==> src/rtl/pc_gen_pkg.sv <==
// pc_gen_pkg: shared fetch-PC constants and redirect buffer types
package pc_gen_pkg;
  localparam logic [31:0] RESET_PC_DEFAULT = 32'hBFC0_0000;
  typedef enum logic {ST_EMPTY = 1'b0, ST_HELD = 1'b1} buf_state_e;
  typedef enum logic {KIND_BR = 1'b0, KIND_EXC = 1'b1} redir_kind_e;
endpackage

==> src/rtl/pc_redirect_buf.sv <==
// pc_redirect_buf: one-entry buffer for redirects arriving while fetch is stalled
import pc_gen_pkg::*;
module pc_redirect_buf (
  input  logic        clk,
  input  logic        resetn,
  input  logic        stall,
  input  logic        br,
  input  logic [31:0] br_target,
  input  logic        exc,
  input  logic [31:0] exc_target,
  output logic        pending,
  output logic [31:0] target
);
  buf_state_e  state;
  redir_kind_e kind;
  logic        load;
  // an exception always claims the slot; a branch never displaces a buffered exception
  assign load = stall && (exc || (br && !(state == ST_HELD && kind == KIND_EXC)));
  assign pending = state == ST_HELD;
  // capture on stall, release the entry on the first unstalled cycle
  always_ff @(posedge clk or negedge resetn)
    if (!resetn) begin
      state  <= ST_EMPTY;
      kind   <= KIND_BR;
      target <= '0;
    end else if (load) begin
      state  <= ST_HELD;
      kind   <= exc ? KIND_EXC : KIND_BR;
      target <= exc ? exc_target : br_target;
    end else if (!stall) state <= ST_EMPTY;
endmodule

==> src/rtl/pc_gen.sv <==
// pc_gen: fetch PC register with redirect priority mux; PC_ALIGN_CHECK_EN enables the misalignment flag
import pc_gen_pkg::*;
module pc_gen #(
  parameter logic [31:0] RESET_PC = RESET_PC_DEFAULT
) (
  input  logic        clk,
  input  logic        resetn,
  input  logic        IF_Stall,
  input  logic        EXE_BranchTaken,
  input  logic [31:0] EXE_BranchTarget,
  input  logic        EXC_Redirect,
  input  logic [31:0] EXC_Target,
  output logic [31:0] IF_PC,
  output logic        IF_PCValid,
  output logic        Redirect_Pending,
  output logic        IF_AddrErr
);
  logic [31:0] held_target;
  logic [31:0] next_pc;
  pc_redirect_buf u_buf (
    .clk       (clk),
    .resetn    (resetn),
    .stall     (IF_Stall),
    .br        (EXE_BranchTaken),
    .br_target (EXE_BranchTarget),
    .exc       (EXC_Redirect),
    .exc_target(EXC_Target),
    .pending   (Redirect_Pending),
    .target    (held_target)
  );
  assign next_pc = IF_Stall         ? IF_PC :
                   EXC_Redirect     ? EXC_Target :
                   Redirect_Pending ? held_target :
                   EXE_BranchTaken  ? EXE_BranchTarget : IF_PC + 32'd4;
  // PC register and fetch-valid flag
  always_ff @(posedge clk or negedge resetn)
    if (!resetn) begin
      IF_PC      <= RESET_PC;
      IF_PCValid <= 1'b0;
    end else begin
      IF_PC      <= next_pc;
      IF_PCValid <= 1'b1;
    end
`ifdef PC_ALIGN_CHECK_EN
  // misalignment flag registered alongside the PC it describes
  always_ff @(posedge clk or negedge resetn)
    if (!resetn) IF_AddrErr <= 1'b0;
    else IF_AddrErr <= next_pc[1:0] != 2'b00;
`else
  assign IF_AddrErr = 1'b0;
`endif
endmodule

==> config.mk <==
export PLATFORM = sky130hd
export DESIGN_NAME = pc_gen
export DESIGN_NICKNAME = d
export VERILOG_FILES = /design/src/rtl/pc_gen_pkg.sv /design/src/rtl/pc_redirect_buf.sv /design/src/rtl/pc_gen.sv
export SDC_FILE = /design/constraint.sdc
export NUM_CORES = 1
export LEC_CHECK = 0
export ABC_AREA = 1
export BUFFER_PORTS_ARGS = -buffer_cell sky130_fd_sc_hd__clkbuf_2
export CORE_UTILIZATION = 50
export CTS_CLUSTER_SIZE = 25
export DETAILED_ROUTE_END_ITERATION = 8
export GPL_TIMING_DRIVEN = 1
export PLACE_DENSITY_LB_ADDON = 0.05
export SLEW_MARGIN = 40
export SYNTH_ARGS = -nofsm -noshare
export SYNTH_HDL_FRONTEND = slang
export SYNTH_SLANG_ARGS = --single-unit
==> constraint.sdc <==
create_clock -name clk -period 1.7 [get_ports clk]
set_clock_uncertainty 0.1 [all_clocks]
set_input_delay 0.255 -clock clk [delete_from_list [all_inputs] [get_ports clk]]
set_output_delay 0.255 -clock clk [all_outputs]
set_load 0.01 [all_outputs]
Word-level counts from Yosys, hierarchy flattened
Index checks and enable logic that the tools add are counted.

word-level totals
  register bits = 67
  output and inout port bits = 35

cells by class
  $add $sub $neg = 1
  equality and inequality tests = 1
  muxes and demuxes = 7
  reduce and logical (&&, ||, !) cells = 5

operator list
  cell                                                    count
  2-to-1 mux 32 bit                                       4
  adder 32 x 3 -> 32 bit (second input constant)          1
  logical AND 1 bit                                       3
  2-to-1 mux 1 bit                                        3
  inequality test 2 x 1 -> 1 bit (second input constant)  1
  logical NOT 1 bit                                       1
  logical OR 1 bit                                        1

Longest topological paths before layout
Gate-level depths: netlist of run 1.

  depth in word-level cells = 6
  depth in mapped cells = 11

Hierarchy
From an unflattened synthesis of run 1, not the netlist that was laid out.

unflattened totals
  cells, all modules = 728
  area, all modules = 4697.0 sq um

by module, submodules not included
  module           instances  cells an instance  area an instance (sq um)
  pc_gen           1          476                2912.8
  pc_redirect_buf  1          252                1784.2

Worst setup path before layout of run 1
OpenSTA, ideal clock, no wires.

  path type = flip-flop to flip-flop
  start point = reg IF_PC[2]
  end point = reg IF_PC[14]
  library setup time = 122 ps
  data arrival time = 1451 ps
  required time = 1478 ps
  setup slack = 27 ps
  stages on the path, launching flop included = 11
  path buffers = 0
  period minus slack after synthesis = 1673 ps
  cells stage by stage = dfrtp_1 > ha_1 > nand2_2 > nor2_4 > nand2_4 > nor2_4 > or2_2 > nand3_1 > nand2_1 > nand2_1 > a21oi_1

on the way
  longest elaborated chain between the ends = 4

RTL lines
  item                    line          text
  from (decl)             pc_gen.sv:13  output logic [31:0] IF_PC,
  from (signal assigned)  pc_gen.sv:41  IF_PC <= next_pc;
  adder 32 x 3 -> 32 bit  pc_gen.sv:34  EXE_BranchTaken ? EXE_BranchTarget : IF_PC + 32'd4;
  2-to-1 mux 32 bit       pc_gen.sv:34
  2-to-1 mux 32 bit       pc_gen.sv:33  Redirect_Pending ? held_target :
  2-to-1 mux 32 bit       pc_gen.sv:32  EXC_Redirect ? EXC_Target :

No other way between the ends.
A chain may end at the register's enable or synchronous reset.

Final worst setup path of run 1
  start point = reg IF_PC[3]
  end point = reg IF_PC[20]

Same word-level chain as after synthesis.

==> impl_results.md, run 1 <==
* Critical path required time at 1.87 ns
* Seq/Total Area, Yosys at 36.9%
* Via density at 5.58
* Synth warn at 0
* Global-route wire length before repair at 23,900 um
* RSZ-0062 raised after global routing: true
* CTS tree: done
* Largest net degree at the start of global routing at 83
* Post-synth EDFFs at 0
* Setup TNS at -0.159 ns
* Layout cells sized above 1 at 29.4%
* Peak VDD IR at 0.490 mV
* Worst-path clk slew at 0.09 ns
* Core area at 8810 sq um
* Routed Antenna Nets at 0
* Routed vias at 5,169
* Root buf cell: clkbuf_8
* #FFs+latches synth at 67
* Area Growth Syn to Fin at 26.9%
* Num CTS Buffers at 9
* Post-DP HPWL at 9500 um
* Ys flop type: dfrtp_1
* GRT Util Overall at 31.4%
* DRT iter0 DRCs at 271
* Top-level I/O count at 104
* Multi-input logic area at 2690 sq um
* Fillers at 794
* Max Slew Vio Count at 0
* Crit-path max cell delay at 0.43 ns
* Net Count, Synth at 756
* Clk sinks at 67
* Clock Path Buffers at 2
* Initial antenna violation count at 0
* Routed wire length per instance at 15.4 um
* Fmax at 577 MHz
* Count leader, synth: nand2_1
* CP Max Fanout at 5
* Fin. Hold Viols at 0
* Largest cells by area after synthesis: dfrtp_1 32%, nand2_1 16%, nor2_1 11%
* Gate Count Post-Synth at 686
* Later-pin clock latency in the skew report at 0.35 ns
* H-tree levels at 3
* Crit end category: register
* CP startpoint kind: register
* Initial Util at 52.0%
* Vias in the first global route at 5,006
* Pre-Repair DR Iteration Count at 7
* Post-synth ARST share at 100%
* Post-layout min period at 1.73 ns
* Placer Congestion at 0.885
* Wirelength, routed at 14,300 um
* Final #Nets at 884
* Setup violators final at 6
* Crit path DAT at 1.91 ns
* Remaining DRCs at 10
* Top cell type's share of synthesized area at 31.7%
* Worst min-delay path category: primary input to register
* Die area at 9540 sq um
* Worst path cell trace: ha_4 > nand2_4 > nor2_4 > nand2_4 > nor2_4 > nand2_1 > nand2_1 > nand3_1 > nand2_1 > nand2_1 > a21oi_2
* Die Wd at 97.7 um
* Max-Cap Viols at 0
* # diodes at 0
* LEAKAGE at 2.78 nW
* CP Class: register to register
* Largest area contributor in the netlist: dfrtp_1
* Netlist cell types at 34
* Hold Slack at 0.0509 ns
* Status: finished, violations left
* Post-route clock period utilization at 102%
* Top cells by count, synth: 191 x nand2_1, 137 x nor2_1, 69 x a21oi_1
* Die Ht at 97.7 um
* Most common cell on crit path: nand2_1
* Failing checks: DRC, setup timing
* Synth Cell Area at 4580 sq um
* Crit path max-delay cell type: dfrtp_1
* Reg area at 1690 sq um
* I/O Buffers at 102
* Power Density at 848 nW/um^2
* Setup WS post-layout at -0.0336 ns
* Total grt overflow at 0
* Cell row count at 34
* Average cell area after synthesis at 6.67 sq um
-- cell usage in the layout, fill, tap and decap left out, drive strengths merged --
master	count
nand2	201
inv	31
o21bai	2
bufinv	1
clkbuf	114
o211ai	8
o22ai	1
conb	2
xor2	1
or2	3
o21ai	10
ha	1
nand4	2
and2	1
dlygate4sd3	1
a31oi	40
a22oi	3
a21oi	75
nor2	150
clkinv	4
dfrtp	58
xnor2	3
dfstp	9
buf	56
nand3	42
-- cell families after synthesis --
kind of cell | after synthesis | share of synthesized area (%)
DFF | 67 | 36.9
AOI/OAI and AO/OA | 139 | 17.5
xor gates and xnor gates | 4 | 0.765
adders and majority gates | 1 | 0.273
buffers and inverters | 74 | 7.87
and+or+nand+nor | 399 | 36.5
other | 2 | 0.164
-- critical path: cells and delay by family (launching register included) --
family / cells / cell delay (ns)
AND/OR/NAND/NOR: 9 / 0.82
flip-flops: 1 / 0.43
adder cells (fa/ha/maj): 1 / 0.18
AO/OA/AOI/OAI: 1 / 0.11
-- power by group --
part           switching, mW  internal (mW)
clock network          0.630          0.716
logic                  0.904          0.650
registers              0.190           1.84
-- state kept, by name, summed over array words and instances, names as in the netlist --
| name | count |
|---|---|
| IF_PC | 32 |
| u_buf.target | 32 |
| IF_PCValid | 1 |
| u_buf.pending | 1 |
| u_buf.kind | 1 |
-- final timing paths --
path                                     startpoint               to  slack, ns  depth (start not counted)
worst min-delay path            EXE_BranchTarget[4]  u_buf.target[4]       0.05                          3
worst max register to register             IF_PC[3]        IF_PC[20]      -0.03                         11
worst max-delay path                       IF_PC[3]        IF_PC[20]      -0.03                         11
worst min register to register           u_buf.kind       u_buf.kind       0.43                          2
min in group asynchronous                    resetn  u_buf.target[7]       0.35                          3
max in group asynchronous                    resetn        IF_PC[24]       0.78                          3
-- metal layers --
| metal | wire [um] | GRT usage (%) | vias to the layer above |
|---|---|---|---|
| li1 | - | - | 2496 |
| met1 | 6460 | 42.4 | 2446 |
| met2 | 6620 | 50.5 | 207 |
| met3 | 1050 | 5.25 | 20 |
| met4 | 189 | 11.4 | 0 |
| met5 | 0 | 0 | - |
-- metrics by stage --
step                utilization (%)  instance area (sq um)  power (mW)  setup WS [ns]  instances
CTS                            63.7                   5610        4.83        0.00137        917
floorplan                         -                   4580        2.86         0.0270        686
detailed placement             61.0                   5370        3.46         -0.131        898
finish                         66.0                   5810        4.93        -0.0336        927
global placement               61.0                   5370        3.43        -0.0978        898
global route                   66.0                   5810        5.21         -0.162        927
-- area by class of cell --
| type | count | share of cell area (%) |
|---|---|---|
| Clock buffer | 13 | 2.56 |
| Clock inverter | 3 | 0.689 |
| Inverter | 33 | 2.13 |
| Multi-Input combinational cell | 545 | 46.2 |
| Sequential cell | 67 | 29.1 |
| Tap cell | 108 | 2.33 |
| Timing Repair Buffer | 158 | 16.9 |
-- what timing repair did --
action | 4_1_cts | 5_1_grt
setup buffers | 2 | 10
hold buffers | 1 | 0
resized for setup | 5 | 38
gates cloned | 0 | 0
pin swaps | 3 | 19
setup endpoints to repair | 12 | 23
endpoints found under the hold margin | 58 | 0
(Power assumes the default switching activity.)
==> run 2: changes to the inputs <==
--- a/config.mk
+++ b/config.mk
@@ -12,6 +12,7 @@
 export DETAILED_ROUTE_END_ITERATION = 8
 export GPL_TIMING_DRIVEN = 1
 export PLACE_DENSITY_LB_ADDON = 0.05
+export REMOVE_ABC_BUFFERS = 1
 export SLEW_MARGIN = 40
 export SYNTH_ARGS = -nofsm -noshare
 export SYNTH_HDL_FRONTEND = slang
==> run 2 against run 1 <==
Compared with the run above:
- the flow finishes with violations (DRC)
- combinational power shrank 3%
- via count shrank 3.6%
- critical endpoint is now IF_PC[28]
- critical path depth is the same
- critical path type unchanged
- count of clock-buffer cells in the layout shrank 3
- highest routed layer unchanged
==> impl_results.md, run 2 (same netlist as run 1, synthesis figures left out) <==
* Switching Fraction at 33.3%
* Later-pin clock latency in the skew report at 0.36 ns
* Routed wire length per instance at 14.9 um
* Crit. Startpoint: IF_PC[3]
* Initial Util at 52.0%
* Crit end category: register
* Wirelength, routed at 13,700 um
* Die Wd at 97.7 um
* Power Density at 905 nW/um^2
* Area Growth Syn to Fin at 25.7%
* Pre-Repair DR Iteration Count at 8
* Crit path DAT at 1.89 ns
* Crit path max-delay cell type: dfrtp_1
* Vias in the first global route at 4,642
* Cell Int Power at 3.47 mW
* H-tree levels at 3
* Setup violators final at 0
* Top-level I/O count at 104
* Post-route clock period utilization at 100%
* Die area at 9540 sq um
* Fin. Hold Viols at 0
* Fin cells at 918
* CTS tree: done
* CP Class: register to register
* Worst r2r src: IF_PC[3]
* Setup WS post-layout at 0.000194 ns
* Via density at 5.43
* Post-layout min period at 1.70 ns
* Delay-heaviest family, CP: simple AND/OR/NAND/NOR gates
* Sequential share of power at 38.6%
* Initial antenna violation count at 0
* RSZ-0062 raised after global routing: true
* Startpoint of the worst hold path: EXE_BranchTarget[1]
* Comb pwr share at 28.8%
* Placement Setup Slack at 0.0294 ns
* Core area at 8810 sq um
* Worst Reg-to-Reg Cells at 11
* R2R Setup Slk at 0.0002 ns
* Commonest non-fill, non-tap cell in the layout: nand2_1
* Clk sinks at 67
* Post-DP HPWL at 9420 um
* Hold EP: u_buf.target[1]
* Hold Slack at 0.0472 ns
* Layout cells sized above 1 at 28.0%
* Die Ht at 97.7 um
* Routed Antenna Nets at 0
* Worst hold path depth at 3
* Fmax at 588 MHz
* Critical path required time at 1.89 ns
* LEAKAGE at 2.75 nW
* Setup TNS at 0 ns
* Sw power at 1.74 mW
* Placer Congestion at 0.935
* Total grt overflow at 0
* Root buf cell: clkbuf_8
* Top Registers: IF_PC (32), u_buf.target (32)
* Routed vias at 4,985
* Leading cell types in the layout, fill and taps excluded: 190 x nand2_1, 132 x nor2_1, 101 x clkbuf_2, 58 x a21oi_1, 55 x dfrtp_1
* Post-DP Area at 5380 sq um
* Status: finished, violations left
* Worst min-delay path category: primary input to register
* # diodes at 0
* Failing checks: DRC
* Max-Cap Viols at 0
* Largest net degree at the start of global routing at 83
* CP startpoint kind: register
* Cell row count at 34
* Remaining DRCs at 14
* Clock Path Buffers at 2
* Crit-path max cell delay at 0.36 ns
* Final #Nets at 875
* Worst path cell trace: ha_2 > nand2_4 > nor2_4 > nand2_4 > nor2_4 > nand2_1 > nand2_1 > nand3_1 > nand2_1 > nand2_1 > a21oi_2
* Most common cell on crit path: nand2_1
* Peak VDD IR at 0.485 mV
* Buf+Inv Stages, Crit Path at 0
* Worst-path clk slew at 0.09 ns
* Clk pwr share at 32.6%
* Num CTS Buffers at 9
* Inst Count DP at 898
* GRT Util Overall at 30.2%
* CP Max Fanout at 5
* Max Slew Vio Count at 0
* Reg area at 1690 sq um
* I/O Buffers at 102
* Capturing point of the worst reg2reg path: IF_PC[28]
* Final instance area at 5760 sq um
* Global-route wire length before repair at 22,900 um
* Fillers at 807
* DRT iter0 DRCs at 277
* Multi-input logic area at 2630 sq um
-- run 2: metal layers --
layer / vias up / wire length [um] / global-route usage (%)
met5: - / 0 / 0
met2: 180 / 6400 / 49.5
li1: 2479 / - / -
met3: 19 / 896 / 4.68
met4: 0 / 176 / 8.51
met1: 2307 / 6220 / 41.3
-- run 2: final cells by class --
class / count / share of cell area, %
Timing Repair Buffer: 149 / 16.1
Clock buffer: 10 / 2.39
Multi-Input combinational cell: 545 / 45.6
Sequential cell: 67 / 29.4
Clock inverter: 6 / 1.96
Inverter: 33 / 2.15
Tap cell: 108 / 2.35
-- run 2: worst max path at each step --
stage | slack, ns | to | cells past startpoint
2_1_floorplan | -2.34 | u_buf.target[0] | 4
3_3_place_gp | 0.06 | IF_PC[31] | 10
3_5_place_dp | 0.03 | IF_PC[31] | 10
4_1_cts | 0.003 | IF_PC[28] | 11
5_1_grt | -0.13 | IF_PC[21] | 11
6_report | 0.0002 | IF_PC[28] | 11
-- run 2: timing repair --
action,CTS,global route
endpoints found under the setup margin,0,22
hold buffers,1,0
gates resized for setup,0,28
endpoints found under the hold margin,58,0
buffers inserted,0,3
-- run 2: worst register-to-register path: cells and delay by family, from the launching register on --
| family | cells | cell delay (ns) |
|---|---|---|
| simple gates | 9 | 0.85 |
| compound gates | 1 | 0.11 |
| fa+ha+maj | 1 | 0.21 |
| flops | 1 | 0.36 |
-- run 2: metrics by stage --
stage / total power, mW / util (%)
after global placement: 3.43 / 61.1
after floorplan: 2.79 / -
after detailed placement: 3.47 / 61.1
after global routing: 5.49 / 65.4
after CTS: 5.16 / 64.1
final: 5.21 / 65.4
-- run 2: power by group through the flow --
stage	combinational, mW	clock (mW)	sequential (mW)
final	1.50	1.70	2.01
after detailed placement	1.44	0	2.03
after global routing	1.68	1.77	2.04
after global placement	1.41	0	2.02
after floorplan	0.697	0	2.09
after CTS	1.45	1.71	2.00
